**config.mk**
```make
export PLATFORM = sky130hd
export DESIGN_NAME = conv1d_stream_engine_flat
export DESIGN_NICKNAME = d
export VERILOG_FILES = /design/src/rtl/conv1d_stream_engine_if.sv /design/src/rtl/conv1d_stream_engine.sv /design/src/flat_wrapper.sv
export SDC_FILE = /design/constraint.sdc
export NUM_CORES = 1
export LEC_CHECK = 0
export ABC_AREA = 1
export CORE_ASPECT_RATIO = 0.5
export CORE_MARGIN = 2
export CORE_UTILIZATION = 64
export DETAILED_ROUTE_END_ITERATION = 6
export HOLD_SLACK_MARGIN = 0.06
export PLACE_DENSITY = 0.91
export SLEW_MARGIN = 20
export SYNTH_ARGS = -nofsm -noshare
export SYNTH_HDL_FRONTEND = slang
export SYNTH_SLANG_ARGS = --single-unit
```
**constraint.sdc**
```tcl
create_clock -name clk -period 12 [get_ports clk]
set_input_delay 3 -clock clk [delete_from_list [all_inputs] [get_ports clk]]
set_output_delay 3 -clock clk [all_outputs]
set_load 0.05 [all_outputs]
```
**src/rtl/conv1d_stream_engine_if.sv**
```systemverilog
// Stream bus for conv1d_stream_engine: job control, sample/coefficient input
// stream, result output stream and status pulses. The master is the side that
// feeds samples and consumes results; the slave is the engine.
`timescale 1ns/1ps
interface conv1d_stream_engine_if #(
    parameter int DW      = 4,
    parameter int K       = 3,
    parameter int MAX_LEN = 16
);
    localparam int LW = $clog2(MAX_LEN + 1);
    localparam int OW = 2 * DW + $clog2(K);

    logic          start;
    logic [LW-1:0] len;
    logic          in_valid;
    logic          in_ready;
    logic [DW-1:0] in_data;
    logic          out_valid;
    logic          out_ready;
    logic [OW-1:0] out_data;
    logic          out_last;
    logic          busy;
    logic          done;
    logic          err;

    modport master (
        output start, len, in_valid, in_data, out_ready,
        input  in_ready, out_valid, out_data, out_last, busy, done, err
    );

    modport slave (
        input  start, len, in_valid, in_data, out_ready,
        output in_ready, out_valid, out_data, out_last, busy, done, err
    );
endinterface

```
**src/rtl/conv1d_stream_engine.sv**
```systemverilog
// Streaming 1-D convolution engine. A job loads K coefficients, then slides a
// K-deep window over len image samples and emits one full dot product per
// complete window. The sum is built combinationally from the stored window
// plus the sample being accepted, so no partial-sum storage is needed.
//
// Handshake: a beat moves on a rising edge exactly when valid and ready are
// both high in the cycle before it; a producer holds valid and its data until
// that edge, and ready never depends combinationally on the matching valid.
`timescale 1ns/1ps
module conv1d_stream_engine #(
    parameter int DW      = 4,
    parameter int K       = 3,
    parameter int MAX_LEN = 16
) (
    input  logic                    clk,
    input  logic                    rst,
    conv1d_stream_engine_if.slave   bus,
    output logic [1:0]              dbgState
);
    localparam int LW = $clog2(MAX_LEN + 1);
    localparam int OW = 2 * DW + $clog2(K);

    typedef enum logic [1:0] {
        IDLE  = 2'd0,
        LOAD  = 2'd1,
        RUN   = 2'd2,
        FLUSH = 2'd3
    } stateT;

    stateT         state;
    stateT         stateNext;
    logic [LW-1:0] lenReg;
    logic [LW-1:0] coefCnt;
    logic [LW-1:0] sampleCnt;
    logic [DW-1:0] coef   [K];
    logic [DW-1:0] window [K];
    logic [DW-1:0] tap    [K];
    logic [OW-1:0] sumComb;
    logic [OW-1:0] outDataReg;
    logic          outValidReg;
    logic          outLastReg;
    logic          doneReg;
    logic          errReg;
    logic          inReadyComb;
    logic          inAccept;
    logic          outTake;
    logic          lenOk;
    logic          windowFull;
    logic          lastSample;
    logic          lastCoef;
    logic          flushExit;

    assign lenOk      = (bus.len >= LW'(K)) && (bus.len <= LW'(MAX_LEN));
    assign inAccept   = bus.in_valid & inReadyComb;
    assign outTake    = outValidReg & bus.out_ready;
    assign windowFull = sampleCnt >= LW'(K - 1);
    assign lastSample = sampleCnt == (lenReg - LW'(1));
    assign lastCoef   = coefCnt == LW'(K - 1);
    assign flushExit  = !outValidReg | bus.out_ready;

    // Input readiness: coefficients always accepted, samples only when the result slot frees up.
    always_comb begin
        inReadyComb = 1'b0;
        case (state)
            LOAD:    inReadyComb = 1'b1;
            RUN:     inReadyComb = !outValidReg | bus.out_ready;
            default: inReadyComb = 1'b0;
        endcase
    end

    // State register.
    always_ff @(posedge clk) begin
        if (rst) state <= IDLE;
        else     state <= stateNext;
    end

    // Next-state logic for the job sequence IDLE -> LOAD -> RUN -> FLUSH -> IDLE.
    always_comb begin
        stateNext = state;
        case (state)
            IDLE:    if (bus.start && lenOk)     stateNext = LOAD;
            LOAD:    if (inAccept && lastCoef)   stateNext = RUN;
            RUN:     if (inAccept && lastSample) stateNext = FLUSH;
            FLUSH:   if (flushExit)              stateNext = IDLE;
            default: stateNext = IDLE;
        endcase
    end

    // Job length latch and the coefficient / sample counters.
    always_ff @(posedge clk) begin
        if (rst) begin
            lenReg    <= '0;
            coefCnt   <= '0;
            sampleCnt <= '0;
        end else begin
            if (state == IDLE && bus.start && lenOk) begin
                lenReg    <= bus.len;
                coefCnt   <= '0;
                sampleCnt <= '0;
            end
            if (state == LOAD && inAccept) coefCnt <= coefCnt + LW'(1);
            if (state == RUN && inAccept)  sampleCnt <= sampleCnt + LW'(1);
        end
    end

    // Coefficient store, written in arrival order coef[0] first.
    always_ff @(posedge clk) begin
        if (rst) begin
            for (int i = 0; i < K; i++) coef[i] <= '0;
        end else if (state == LOAD && inAccept) begin
            for (int i = 0; i < K; i++) begin
                if (coefCnt == LW'(i)) coef[i] <= bus.in_data;
            end
        end
    end

    // Sample window: oldest at index 0, newest sample shifts in at index K-1.
    always_ff @(posedge clk) begin
        if (rst) begin
            for (int i = 0; i < K; i++) window[i] <= '0;
        end else if (state == RUN && inAccept) begin
            for (int i = 0; i < K - 1; i++) window[i] <= window[i + 1];
            window[K - 1] <= bus.in_data;
        end
    end

    // Window as it will be after the incoming sample shifts in.
    always_comb begin
        for (int i = 0; i < K - 1; i++) tap[i] = window[i + 1];
        tap[K - 1] = bus.in_data;
    end

    // Dot product carried at full output width so it can never overflow.
    always_comb begin
        sumComb = '0;
        for (int i = 0; i < K; i++) begin
            sumComb = sumComb + OW'(coef[i]) * OW'(tap[i]);
        end
    end

    // Result register: a load wins over a same-cycle consume, so valid stays high.
    always_ff @(posedge clk) begin
        if (rst) begin
            outDataReg  <= '0;
            outValidReg <= 1'b0;
            outLastReg  <= 1'b0;
        end else if (state == RUN && inAccept && windowFull) begin
            outDataReg  <= sumComb;
            outValidReg <= 1'b1;
            outLastReg  <= lastSample;
        end else if (outTake) begin
            outValidReg <= 1'b0;
        end
    end

    // Status pulses: done as the engine leaves FLUSH, err for a rejected start.
    always_ff @(posedge clk) begin
        if (rst) begin
            doneReg <= 1'b0;
            errReg  <= 1'b0;
        end else begin
            doneReg <= (state == FLUSH) && flushExit;
            errReg  <= (state == IDLE) && bus.start && !lenOk;
        end
    end

    assign bus.in_ready  = inReadyComb;
    assign bus.out_valid = outValidReg;
    assign bus.out_data  = outDataReg;
    assign bus.out_last  = outLastReg;
    assign bus.busy      = (state != IDLE);
    assign bus.done      = doneReg;
    assign bus.err       = errReg;
    assign dbgState      = state;
endmodule

```
**src/flat_wrapper.sv**
```systemverilog
// flat-port wrapper written by rule: the top's interface ports become plain ports
module conv1d_stream_engine_flat 
#(
    parameter int DW      = 4,
    parameter int K       = 3,
    parameter int MAX_LEN = 16
)
  (clk, rst, dbgState, bus_start, bus_len, bus_in_valid, bus_in_data, bus_out_ready, bus_in_ready, bus_out_valid, bus_out_data, bus_out_last, bus_busy, bus_done, bus_err);
  conv1d_stream_engine_if #(.DW(DW), .K(K), .MAX_LEN(MAX_LEN)) bus_i ();
  input  logic clk;
  input  logic rst;
  output logic [1:0] dbgState;
  input wire logic [$bits(bus_i.start)-1:0] bus_start;
  input wire logic [$bits(bus_i.len)-1:0] bus_len;
  input wire logic [$bits(bus_i.in_valid)-1:0] bus_in_valid;
  input wire logic [$bits(bus_i.in_data)-1:0] bus_in_data;
  input wire logic [$bits(bus_i.out_ready)-1:0] bus_out_ready;
  output wire logic [$bits(bus_i.in_ready)-1:0] bus_in_ready;
  output wire logic [$bits(bus_i.out_valid)-1:0] bus_out_valid;
  output wire logic [$bits(bus_i.out_data)-1:0] bus_out_data;
  output wire logic [$bits(bus_i.out_last)-1:0] bus_out_last;
  output wire logic [$bits(bus_i.busy)-1:0] bus_busy;
  output wire logic [$bits(bus_i.done)-1:0] bus_done;
  output wire logic [$bits(bus_i.err)-1:0] bus_err;
  assign bus_i.start = bus_start;
  assign bus_i.len = bus_len;
  assign bus_i.in_valid = bus_in_valid;
  assign bus_i.in_data = bus_in_data;
  assign bus_i.out_ready = bus_out_ready;
  assign bus_in_ready = bus_i.in_ready;
  assign bus_out_valid = bus_i.out_valid;
  assign bus_out_data = bus_i.out_data;
  assign bus_out_last = bus_i.out_last;
  assign bus_busy = bus_i.busy;
  assign bus_done = bus_i.done;
  assign bus_err = bus_i.err;
  conv1d_stream_engine #(.DW(DW), .K(K), .MAX_LEN(MAX_LEN)) u_core (.clk(clk), .rst(rst), .bus(bus_i), .dbgState(dbgState));
endmodule
```
* Word-level counts from Yosys, hierarchy flattened
Memory sizes are Yosys's and may differ from the RTL's. Index checks and enable logic that the tools add are counted.
Operators by class: $add $sub $neg 5, equality and inequality tests 10, bitwise gates (word level) 9, magnitude comparators 3, reductions and logical operators 20, multiply operators 3, mux-type cells 34
Operator list (number):
- $mul A4 B4 Y8 | 3
- $mux W4 | 6
- $mux W1 | 19
- $mux W5 | 3
- $logic_and A1 B1 Y1 | 11
- $add A10 B8 Y10 | 1
- $add A5 B1 Y5 const B | 2
- $ge A5 B2 Y1 const B | 2
- $add A8 B8 Y9 | 1
- $mux W2 | 4
- $ne A2 B1 Y1 const B | 4
- $pmux W2 S4 | 1
- $reduce_bool A2 Y1 | 4
- $or A1 B1 Y1 | 7
- $eq A5 B1 Y1 const B | 1
- $eq A5 B2 Y1 const B | 1
- $eq A5 B5 Y1 | 1
- $le A5 B5 Y1 const B | 1
- $logic_not A5 Y1 | 1
- $sub A5 B1 Y5 const B | 1
- $eq A2 B2 Y1 const B | 2
- $reduce_and A4 Y1 | 1
- $and A1 B1 Y1 | 2
- $eq A2 B1 Y1 const B | 1
- 3 further kinds | 4
Storage, ports and cells: output and inout port bits 18, word-level logic and storage cells 95, memory bits (writable) 24, bits in registers 31, memories 2
Memories:
- u_core.coef | words 3, width 4, read ports 3, clocked after memory_dff 0, write ports 3, RTL line conv1d_stream_engine.sv:35 | logic [DW-1:0] coef [K];
- u_core.window | words 3, width 4, read ports 2, clocked after memory_dff 0, write ports 3, RTL line conv1d_stream_engine.sv:36 | logic [DW-1:0] window [K];

* Longest topological paths before layout
depth after elaboration 9, mapped depth 25

* Least setup slack after synthesis
Ideal clock, no wire load.
path kind in2out, from in bus_out_ready, to out bus_in_ready, data arrival time 3.550 ns, stages 6, required time 9.000 ns, setup slack 5.450 ns, buffers on the path 0, path through inv_2 -> nand2_2 -> nand2_1 -> nand2_2 -> nand2_1 -> inv_1
Between the ends: word-level cells in the longest chain between the ends 2
RTL lines:
- start, declared | RTL line flat_wrapper.sv:17 | input wire logic [$bits(bus_i.out_ready)-1:0] bus_out_ready;
- $or A1 B1 Y1 | RTL line conv1d_stream_engine.sv:66 | RUN: inReadyComb = !outValidReg | bus.out_ready;
- $pmux W1 S2 | RTL line conv1d_stream_engine.sv:64 | case (state)
- end, declared | RTL line flat_wrapper.sv:18 | output wire logic [$bits(bus_i.in_ready)-1:0] bus_in_ready;
No other way between the ends.

* Worst setup path in the final report
Same ends and word-level chain as after synthesis.

==> results summary <==
The flow ran to the end, and the final reports show no timing, DRC or antenna violations. The static leakage is around 2.5 nW. The netlist area before placement is slightly above 4000 um2.

At the worst endpoint, the arrival time is about 4.6 ns. The CTS sink count came out at just over 50. The share of the clock period used by the worst path after layout came out at 0.633. The number of register bits inferred by synthesis is 51. Setup repair after global routing left no endpoint under its margin. The setup skew after layout came out at between 0.006 and 0.007 ns. The clock-pin transition on the worst setup and hold timing paths came out at about 0.070 ns. STA classifies the critical path startpoint as an input pin. The max-slew headroom at the worst pin came out at 0.458.

32 I/O pins were placed. After floorplanning, the core was divided into 20 placement rows. The global-route wire length before repair came out at around 15000 um. The warning count from the yosys run is 0.

The die outline height came out at 61.0 um. The detailed router's first-iteration violation count came out at approximately 210. The biggest fanout along the worst timing path is 3. The number of different library cells in the post-synthesis netlist is 28. The share of the Yosys chip area taken by registers is 0.294. The initial antenna violation count is 0.

For this run, the detailed router's first-pass iteration total came to 5. Max-cap violations in this run came to 0. The routed via count divided by cell count came out at roughly 5.4. The insertion delay of the later-clocked pin in the worst-skew pair is 0.29 ns.

Across every metal layer, demand over resource in global routing totals 0.269. The total setup buffers inserted after CTS is 0. The total via count after detailed routing is between 3000 and 4000. The total global routing overflow is 0.

The detail route stage leaves a number of antenna-violating nets equal to 0. TritonCTS built the clock tree. The most common cell after layout, fill and taps aside is sky130_fd_sc_hd__nand2_1.

Detailed placement finished with a half-perimeter wire length of 7000 um. For this design, the CTS-stage hold fixing added 0 buffers. The required time at the worst-slack endpoint is around 9 ns. The total of buffers placed on input and output ports is 31. The clock tree root buffer cell is sky130_fd_sc_hd__clkbuf_16. The total power divided by cell area came out at between 100 and 150 nW/um2.

The H-tree was split into 2 levels. The max-slew violation total from the final report is 0. The critical path is of the in -> out type. The count of unresolved DRC violations after routing is 0. The starting utilization of the core area is 0.672. At the end of routability-driven placement, the weighted congestion stood at roughly 0.84.

The floorplan die area came out at 7190 um2. Clock tree synthesis inserted a total of 5 buffers. From left edge to right edge, the die measures 118 um.

The via count of the first global-routing pass is 3465. Post-CTS repair changed the size of 0 cells. The worst hold slack came out at a little under 0.5 ns.

After the last flow step, the layout net total stands at around 660. The kind of end point of the critical path is a primary output. The layout overhead on the synthesized area came out at 13.3%. The library cells used most frequently in the layout, excluding fill and tap cells, are sky130_fd_sc_hd__nand2_1 (123), sky130_fd_sc_hd__inv_1 (119), sky130_fd_sc_hd__ha_1 (51). The worst hold path belongs to the class reg -> reg.

The total count of hold-check failures in the final report was 0. The net count after synthesis is between 600 and 700. Counting along the longest clock path gives a buffer depth of 2. The detailed-route wire length per cell is 13.9 um. The area of the core came out at 6180 um2.

Timing would allow up to ~130 MHz. Across the VDD grid, the largest voltage drop is around 0.13 mV. The gate count of the mapped netlist came out at about 530. Setup total negative slack on the finished layout was measured at 0 ns. The number of antenna diodes in the final layout is 0. The final-report setup violation count is 0. The average instance area after synthesis is 7.78 um2.

The largest net degree at the start of global routing came out at 32. Summed over all layers, the routed wires come to between 9000 and 10000 um. The share of final-layout standard cells stronger than drive strength 1 is 0.0458. The time the final worst path needs with I/O delays and setup is approximately 7.6 ns.

For the pin with the worst max-slew slack, the measured transition is 0.812 ns. For this run, the share of the core covered by cells in the final layout is 0.761.
## sequential cells by signal, summed over array words and instances, names as in the netlist
register              cells
u_core.window             8
u_core.dbgState           2
u_core.bus.out_last       1
u_core.sampleCnt          5
u_core.bus.err            1
u_core.bus.done           1
u_core.lenReg             5
u_core.bus.out_valid      1
u_core.bus.out_data      10
u_core.coefCnt            5
u_core.coef              12
## metrics by stage
| step | cell area (um2) | total power (W) | cells | setup WS [ns] |
|---|---|---|---|---|
| floorplan | 4150 | 0.000382 | 534 | 5.45 |
| global placement | 4550 | 0.000432 | 648 | 4.43 |
| CTS | 4700 | 0.000598 | 656 | 4.40 |
| detailed placement | 4550 | 0.000441 | 648 | 4.41 |
| finish | 4700 | 0.000601 | 656 | 4.41 |
| global route | 4700 | 0.000636 | 656 | 4.33 |
## synth_stat cells (all sizes together)
library cell  instances  area (um2)
a31oi                 1        6.26
inv                 127         477
a21o                  1        7.51
dfxtp                31         621
clkinv                1        3.75
o21ai                25         125
xnor2                 8        70.1
edfxtp               20         601
a21oi                32         164
buf                   3        21.3
fa                   27         541
nand4                 4        25.0
nor4                  1        12.5
clkbuf                2        7.51
xor2                  4        35.0
o211ai                1        7.51
ha                   51         638
nand2               126         480
nor2                 45         181
nand3                24         130
## critical path: stages
cell,delay (ns)
sky130_fd_sc_hd__clkdlybuf4s50_1,0.47
sky130_fd_sc_hd__inv_2,0.04
sky130_fd_sc_hd__nand2_2,0.07
sky130_fd_sc_hd__nand2_1,0.06
sky130_fd_sc_hd__nand2_2,0.07
sky130_fd_sc_hd__nand2_1,0.05
sky130_fd_sc_hd__inv_1,0.05
sky130_fd_sc_hd__clkdlybuf4s50_1,0.78
## power by group
part	leakage [nW]	switching (W)	internal [W]	total [W]
sequential	0.457	0.0000113	0.000190	0.000201
combinational	1.97	0.000155	0.0000900	0.000245
clock	0.0805	0.0000650	0.0000890	0.000154
total	2.51	0.000232	0.000369	0.000601
## final timing paths
| path | startpoint | end | slack, ns | cells past startpoint |
|---|---|---|---|---|
| worst max-delay path | bus_out_ready | bus_in_ready | 4.41 | 8 |
| worst min-delay path | u_core.coefCnt[4] | u_core.coefCnt[4] | 0.48 | 2 |
| worst max register to register | u_core.coef[0][4] | u_core.bus.out_data[7] | 6.50 | 19 |
| worst min register to register | u_core.coefCnt[4] | u_core.coefCnt[4] | 0.48 | 2 |
## layer usage
layer	up-vias	GRT usage	routed length [um]
met2	131	0.520	4540
li1	1705	-	-
met4	0	0.0809	208
met1	1651	0.331	3790
met5	-	0	0
met3	26	0.0310	580
## layout make-up
| class | count | area (um2) |
|---|---|---|
| clock buffer | 7 | 153 |
| clock inverter | 1 | 6.26 |
| fill | 422 | 1480 |
| inverter | 128 | 480 |
| multi-input combinational | 350 | 2420 |
| sequential | 51 | 1220 |
| tap | 88 | 110 |
| timing repair buffer | 31 | 310 |
## cell families (layout without fill, tap and decap cells)
| family | after synthesis | count (layout) | synth area share |
|---|---|---|---|
| AOI/OAI and AO/OA | 60 | 60 | 0.0747 |
| xor gates and xnor gates | 12 | 12 | 0.0253 |
| adders and majority gates | 78 | 78 | 0.284 |
| buffers and inverters | 133 | 167 | 0.123 |
| DFF | 51 | 51 | 0.294 |
| and+or+nand+nor | 200 | 200 | 0.200 |
(Power assumes the default switching activity.)
